### src/rtl/pipe_stage_skid.sv
// Inter-stage pipeline register with valid/allow interlock, ready_go stall,
// flush and exception-bubble capture. With SKID_EN=1 a second entry absorbs
// the beat that arrives while downstream stalls, so up_allow depends only on
// registered state and the comb allow chain between stages is cut.
module pipe_stage_skid #(
    parameter int unsigned       DATA_W      = 64,
    parameter int unsigned       MSG_W       = 32,
    parameter bit                SKID_EN     = 1'b1,
    parameter logic [DATA_W-1:0] RESET_VALUE = '0,
    parameter logic [DATA_W-1:0] NOP_VALUE   = '0,
    parameter bit                IS_PC       = 1'b0
) (
    input  logic              aclk,
    input  logic              aresetn,
    input  logic              in_valid,
    input  logic [DATA_W-1:0] in_data,
    input  logic [MSG_W-1:0]  in_msg,
    input  logic              in_exc,
    output logic              up_allow,
    input  logic              ready_go,
    input  logic              down_allow,
    input  logic              flush,
    output logic              out_valid,
    output logic [DATA_W-1:0] out_data,
    output logic [MSG_W-1:0]  out_msg,
    output logic [1:0]        occupancy
);

    // State encodes {head_v, skid_v}; FULL is only reachable with SKID_EN=1.
    typedef enum logic [1:0] {
        StEmpty = 2'b00,
        StOne   = 2'b10,
        StFull  = 2'b11
    } state_e;

    state_e            state_q;
    logic [DATA_W-1:0] head_data_q;
    logic [MSG_W-1:0]  head_msg_q;
    logic [DATA_W-1:0] skid_data_q;
    logic [MSG_W-1:0]  skid_msg_q;

    logic              head_v;
    logic              skid_v;
    logic              push;
    logic              pop;
    logic [DATA_W-1:0] cap_data;

    assign head_v = (state_q != StEmpty);
    assign skid_v = (state_q == StFull);

    assign out_valid = head_v && ready_go;
    assign pop       = out_valid && down_allow;
    assign push      = in_valid && up_allow;

    // An exception bubble keeps its message but scrubs the payload.
    assign cap_data = in_exc ? RESET_VALUE : in_data;

    // Upstream allow: registered-only in skid mode, comb pass-through otherwise.
    always_comb begin
        up_allow = 1'b0;
        if (SKID_EN) begin
            up_allow = !skid_v;
        end else begin
            up_allow = !head_v || pop;
        end
    end

    // Entry FSM and payload storage; flush discards everything.
    always_ff @(posedge aclk or negedge aresetn) begin
        if (!aresetn) begin
            state_q     <= StEmpty;
            head_data_q <= RESET_VALUE;
            head_msg_q  <= '0;
            skid_data_q <= RESET_VALUE;
            skid_msg_q  <= '0;
        end else if (flush) begin
            state_q     <= StEmpty;
            head_data_q <= RESET_VALUE;
            head_msg_q  <= '0;
            skid_data_q <= RESET_VALUE;
            skid_msg_q  <= '0;
        end else begin
            case (state_q)
                StEmpty: begin
                    if (push) begin
                        head_data_q <= cap_data;
                        head_msg_q  <= in_msg;
                        state_q     <= StOne;
                    end
                end
                StOne: begin
                    if (push && pop) begin
                        head_data_q <= cap_data;
                        head_msg_q  <= in_msg;
                    end else if (push) begin
                        // Only reachable in skid mode: comb allow forbids it otherwise.
                        skid_data_q <= cap_data;
                        skid_msg_q  <= in_msg;
                        state_q     <= StFull;
                    end else if (pop) begin
                        state_q <= StEmpty;
                    end
                end
                StFull: begin
                    if (pop) begin
                        head_data_q <= skid_data_q;
                        head_msg_q  <= skid_msg_q;
                        state_q     <= StOne;
                    end
                end
                default: begin
                    state_q <= StEmpty;
                end
            endcase
        end
    end

    // Head entry drives the outputs; PC stage exposes its register even when invalid.
    always_comb begin
        out_data = NOP_VALUE;
        out_msg  = '0;
        if (head_v || IS_PC) begin
            out_data = head_data_q;
        end
        if (head_v) begin
            out_msg = head_msg_q;
        end
    end

    // Entry count derived from the state encoding.
    always_comb begin
        occupancy = 2'd0;
        case (state_q)
            StEmpty: occupancy = 2'd0;
            StOne:   occupancy = 2'd1;
            StFull:  occupancy = 2'd2;
            default: occupancy = 2'd0;
        endcase
    end

    a_no_push_full : assert property (@(posedge aclk) disable iff (!aresetn)
        (state_q == StFull) |-> !push);

    a_occ_count : assert property (@(posedge aclk) disable iff (!aresetn)
        occupancy == ({1'b0, head_v} + {1'b0, skid_v}));

    a_no_x_out : assert property (@(posedge aclk) disable iff (!aresetn)
        !$isunknown({out_valid, out_data, out_msg, occupancy, up_allow}));

endmodule
### config.mk
export PLATFORM = sky130hd
export DESIGN_NAME = pipe_stage_skid
export DESIGN_NICKNAME = d
export VERILOG_FILES = /design/src/rtl/pipe_stage_skid.sv
export SDC_FILE = /design/constraint.sdc
export NUM_CORES = 1
export LEC_CHECK = 0
export ABC_AREA = 1
export BUFFER_PORTS_ARGS = -buffer_cell sky130_fd_sc_hd__buf_2
export CAP_MARGIN = 5
export CORE_ASPECT_RATIO = 2
export CORE_MARGIN = 10
export CORE_UTILIZATION = 31
export DETAILED_ROUTE_END_ITERATION = 16
export PLACE_DENSITY_LB_ADDON = 0.1
export SYNTH_ARGS = -nofsm -noshare
export SYNTH_HDL_FRONTEND = slang
export SYNTH_SLANG_ARGS = --single-unit
### constraint.sdc
create_clock -name aclk -period 2.65 [get_ports aclk]
set_clock_uncertainty 0.2 [all_clocks]
set_input_delay 0.3975 -clock aclk [delete_from_list [all_inputs] [get_ports aclk]]
set_output_delay 0.3975 -clock aclk [all_outputs]
set_load 0.02 [all_outputs]
* After elaboration in Yosys (flattened, before gate mapping)
Cells that the tools add are included.
Cells by class: eq/ne operators 8, reductions and logical operators 13, multiplexer cells 27
Operators by type and width (number):
- two-way mux 64 bit | 9
- two-way mux 32 bit | 8
- case mux 64 bit (3 select lines) | 1
- case mux 32 bit (3 select lines) | 1
- two-way mux 2 bit | 6
- != test 3 bit (second input constant) | 3
- AND reduction 4 bit | 2
- case mux 2 bit (3 select lines) | 1
- nonzero test 2 bit | 3
- equality test 2 bit (second input constant) | 2
- logical AND 1 bit | 4
- != test 4 bit (second input constant) | 1
- case mux 2 bit (2 select lines) | 1
- nonzero test 4 bit | 1
- != test 3 x 2 -> 1 bit (second input constant) | 1
- AND reduction 3 bit | 1
- zero test 2 bit | 1
- != test 2 bit (second input constant) | 1
- zero test 1 bit | 1
Storage, ports and cells: output and inout bits 100, logic and storage cells 53, input port bits 103, bits in registers 194

* Depth between registers and ports, before layout
word-level depth 8, depth in mapped cells 13, gate-level depth less buffers 10

* Least setup slack after synthesis
No wires, ideal clock.
kind reg2out, from register state_q[0], to output out_data[23], path buffers 3, slack 0.542 ns, arrival 1.510 ns, cell stages (with the launch flop) 7, required time 2.053 ns, path through dfrtp_1 inv_1 ha_1 buf_2 clkbuf_1 buf_1 nor2_1
Between the ends: word-level cells in the longest chain between the ends 2
RTL lines:
- start, declared | RTL line 36 | state_e state_q;
- start signal, assigned | RTL line 71 | state_q <= StEmpty;
- start signal, assigned | RTL line 77 | state_q <= StEmpty;
- start signal, assigned | RTL line 88 | state_q <= StOne;
- nonzero test 2 bit | RTL line 48 | assign head_v = (state_q != StEmpty);
- two-way mux 64 bit | RTL line 122 | if (head_v || IS_PC) begin
- end, declared | RTL line 24 | output logic [DATA_W-1:0] out_data,
No other way between the ends.

* Worst setup path in the final report
from register state_q[0], to output out_data[10]
The elaborated chain is that of the path after synthesis.

==> key figures <==
Power
  – Internal power: 6.256 mW
  – Worst VDD drop: about 500 uV
  – Leakage: around 6.6 nW
  – Sequential power share: roughly two fifths
  – Pwr per Cell Area: 859.8 nW/um^2
  – Switch share: 40.05%
  – Psw: between 4 and 5 mW
  – Logic pwr share: about 36%
  – Clock power share: around 26%

Route
  – Top sig layer: met4
  – Met3 wire len: between 1000 and 1500 um
  – Met2 Routed Length: roughly 17000 um
  – # DRC: 0
  – Via Count: between 9000 and 10000
  – TritonRoute pass-1 iters: 5
  – Routed Wire Length: around 32000 um
  – Initial drt markers: just over 400
  – Routed Antenna Nets: 0
  – Met1 Wirelength: about 13000 um
  – Drt via density: approximately 4.7
  – Wire per inst: approximately 17 um

Critical path
  – Arrival @ worst endpoint: 1.92 ns
  – Critical Path Sink Type: primary output
  – Family with the most delay on the worst path: buffers and inverters
  – Crit path max fanout: between 50 and 60
  – WP data required: 2.05 ns
  – CP Launch Type: flip-flop
  – CP max-delay cell: dfrtp_1
  – WP buf/inv: 3
  – Crit path kind: reg2out
  – CP cell instances: inv_1, ha_4, buf_12, nor2_1, buf_2
  – Largest stage delay, worst path: about 0.43 ns

Global routing
  – Vias in the first global route: about 9400
  – Total grt overflow: 0
  – First-pass GRT wire length: 52320 um
  – Antenna violations before repair: 0
  – GRT Overall Usage: between 10% and 20%
  – Largest net degree at the start of global routing: 65

Cells and area
  – Core Util, Final: between 30% and 40%
  – Layout overhead on the synthesized area: 24.26%
  – Final instance area: about 12000 um^2
  – ANT cells: 0
  – Nets@finish: around 1600
  – Layout cells sized above 1: 17.97%

Synthesis
  – Prevailing post-synth register cell: dfrtp_1
  – Mapped Area: around 9800 um^2
  – FF+latch count, synth: between 150 and 200
  – Synth area leader: dfrtp_1
  – Most common cell in the netlist: nand2_1
  – Most frequent cells after synthesis: nand2_1, nor2_1, dfrtp_1
  – Post-synth cell types: 25
  – Post-Synthesis Cells: ~1300
  – Synth async-reset ratio: 100.0%
  – Number of flops mapped to enable cells by yosys: 0
  – Syn_nets: between 1000 and 1500
  – Synth top area share: about half
  – Synthesis Warnings: 0
  – Syn Area/Cell: between 7 and 8 um^2
  – Register area share after synthesis: about half
  – Synth area leaders: dfrtp_1, nand2_1, nor2_1

Timing
  – Final Cycle Share: between 90% and 100%
  – Worst slew pin tran: ~0.76 ns
  – Final Hold Fails: 0
  – Final Critical Period: between 2 and 3 ns
  – Count of final setup violators: 0
  – Slew HR: around 49%
  – RSZ-0062 raised after global routing: no
  – Final-report max-slew violation count: 0
  – Setup TNS Final: 0 ns
  – F_max: between 300 and 400 MHz
  – Final WS setup: between 0.1 and 0.15 ns

Clock network
  – CTS Buf Count: 17
  – Worst-Skew Late Latency: approximately 0.45 ns
  – CTS H-tree lvls: 4
  – Clock buffer depth: 2
  – TritonCTS clock tree: yes
  – CTS clk-pin slew, worst paths: about 0.070 ns
  – Clock Sinks: approximately 190
  – CTS Root Cell: clkbuf_16
  – Setup Buffers After CTS: 0

Floorplan
  – Num ports: approximately 200
  – Core Area: a little over 30000 um^2
  – Initial Util: 31.54%
  – Number of cell rows: between 90 and 100
  – Die Ht: 271.0 um
  – Die width: approximately 150 um
  – Die area: 39440 um^2

Place
  – Dpl cell area: about 11000 um^2
  – Setup WS pre-CTS: just under 0.4 ns
  – Routability-driven placement congestion ratio: around 0.76
  – Post-DP HPWL: ~21000 um
  – IO buf count: 202

Run status
  – Status: finished, final reports clean

Hold path
  – Tightest Hold Check Type: in2reg

Job
  – Maximum capacitance violations: 0
-- through the flow --
step,instances,hold slack (ns),total power [mW]
2_1_floorplan,1335,-0.09809,6.472
5_1_grt,1948,0.04087,11.18
6_report,1948,0.01860,10.43
4_1_cts,1948,0.003788,10.64
3_5_place_dp,1885,0.2488,7.884
3_3_place_gp,1885,0.2462,7.868
-- registers in the layout, indices dropped and copies added, names as in the netlist --
register and cells:
head_data_q 64, skid_data_q 64, head_msg_q 32, skid_msg_q 32
state_q 2
-- worst paths after layout --
check,endpoint,slack (ns),cells past startpoint,from
max in group asynchronous,skid_data_q[52]$_DFFE_PN0P_,1.27,3,aresetn
max reg2reg,head_data_q[59]$_DFFE_PN0P_,0.37,10,state_q[0]$_DFFE_PN0P_
min reg2reg,head_msg_q[29]$_DFFE_PN0P_,0.27,2,head_msg_q[29]$_DFFE_PN0P_
max,out_data[10],0.13,5,state_q[0]$_DFFE_PN0P_
min,skid_msg_q[2]$_DFFE_PN0P_,0.02,3,in_msg[2]
min in group asynchronous,skid_msg_q[23]$_DFFE_PN0P_,0.31,2,aresetn
-- area by class of cell --
| type | count | area [um^2] |
|---|---|---|
| multi-input combinational | 935 | 4050 |
| fill | 3383 | 18830 |
| clock inverter | 11 | 136.4 |
| clock buffer | 20 | 446.7 |
| sequential | 194 | 4855 |
| inverter | 109 | 416.7 |
| tap | 418 | 523.0 |
| timing repair buffer | 261 | 1709 |
-- kinds of logic (layout without fill, tap and decap cells) --
family	count (synthesis)	count (layout)	synth area share, %
and+or+nand+nor	769	769	32.17
buffers and inverters	206	401	9.121
DFF	194	194	49.71
AOI/OAI and AO/OA	161	161	8.365
adders and majority gates	5	5	0.6405
-- cell usage in the layout, fill, tap and decap left out --
cell type | Yosys | routed
a21oi_1 | 64 | 64
buf_12 | 0 | 13
buf_2 | 27 | 201
buf_4 | 11 | 13
buf_6 | 5 | 1
bufinv_16 | 0 | 3
clkbuf_1 | 48 | 2
clkbuf_16 | 0 | 17
clkbuf_8 | 0 | 2
clkinv_2 | 0 | 6
clkinvlp_4 | 0 | 1
dfrtp_1 | 194 | 194
dlygate4sd3_1 | 0 | 32
ha_1 | 5 | 4
ha_4 | 0 | 1
inv_1 | 103 | 103
inv_2 | 4 | 3
inv_4 | 2 | 3
inv_6 | 0 | 1
nand2_1 | 396 | 395
nand2_2 | 3 | 4
nand3_1 | 102 | 102
nand3_2 | 1 | 1
nand3_4 | 1 | 1
nand4_1 | 32 | 32
nand4_4 | 0 | 1
nor2_1 | 230 | 230
nor2_4 | 1 | 2
nor3_1 | 1 | 1
o21ai_0 | 86 | 86
o21ai_1 | 10 | 10
o21ai_4 | 1 | 1
-- layer usage --
metal  up-vias  GRT usage (%)
li1       4527              -
met1      4374          18.59
met2       214          30.18
met3        31          3.043
met4         0          5.852
met5         -              0
-- what timing repair did --
item,CTS,global route
resized for setup,0,1
setup endpoints to repair,0,2
hold buffers,32,0
endpoints found under the hold margin,88,0
-- worst reg2reg max path, cell delays in order (launching register included) --
cell and delay [ns]:
dfrtp_1 0.44, inv_1 0.14, ha_1 0.26, inv_1 0.11
nor2_1 0.26, inv_1 0.08, nor2_1 0.20, nor2_4 0.05
buf_12 0.22, nand3_1 0.15, nand2_1 0.06
-- power groups by stage --
stage	clock, mW	sequential, mW	combinational, mW
floorplan	0	3.94	2.53
global placement	0	4.06	3.81
detailed placement	0	4.05	3.83
CTS	2.75	4.00	3.88
global route	2.85	4.08	4.25
finish	2.66	4.00	3.78
Note: power is estimated with default switching activity, not from simulation.
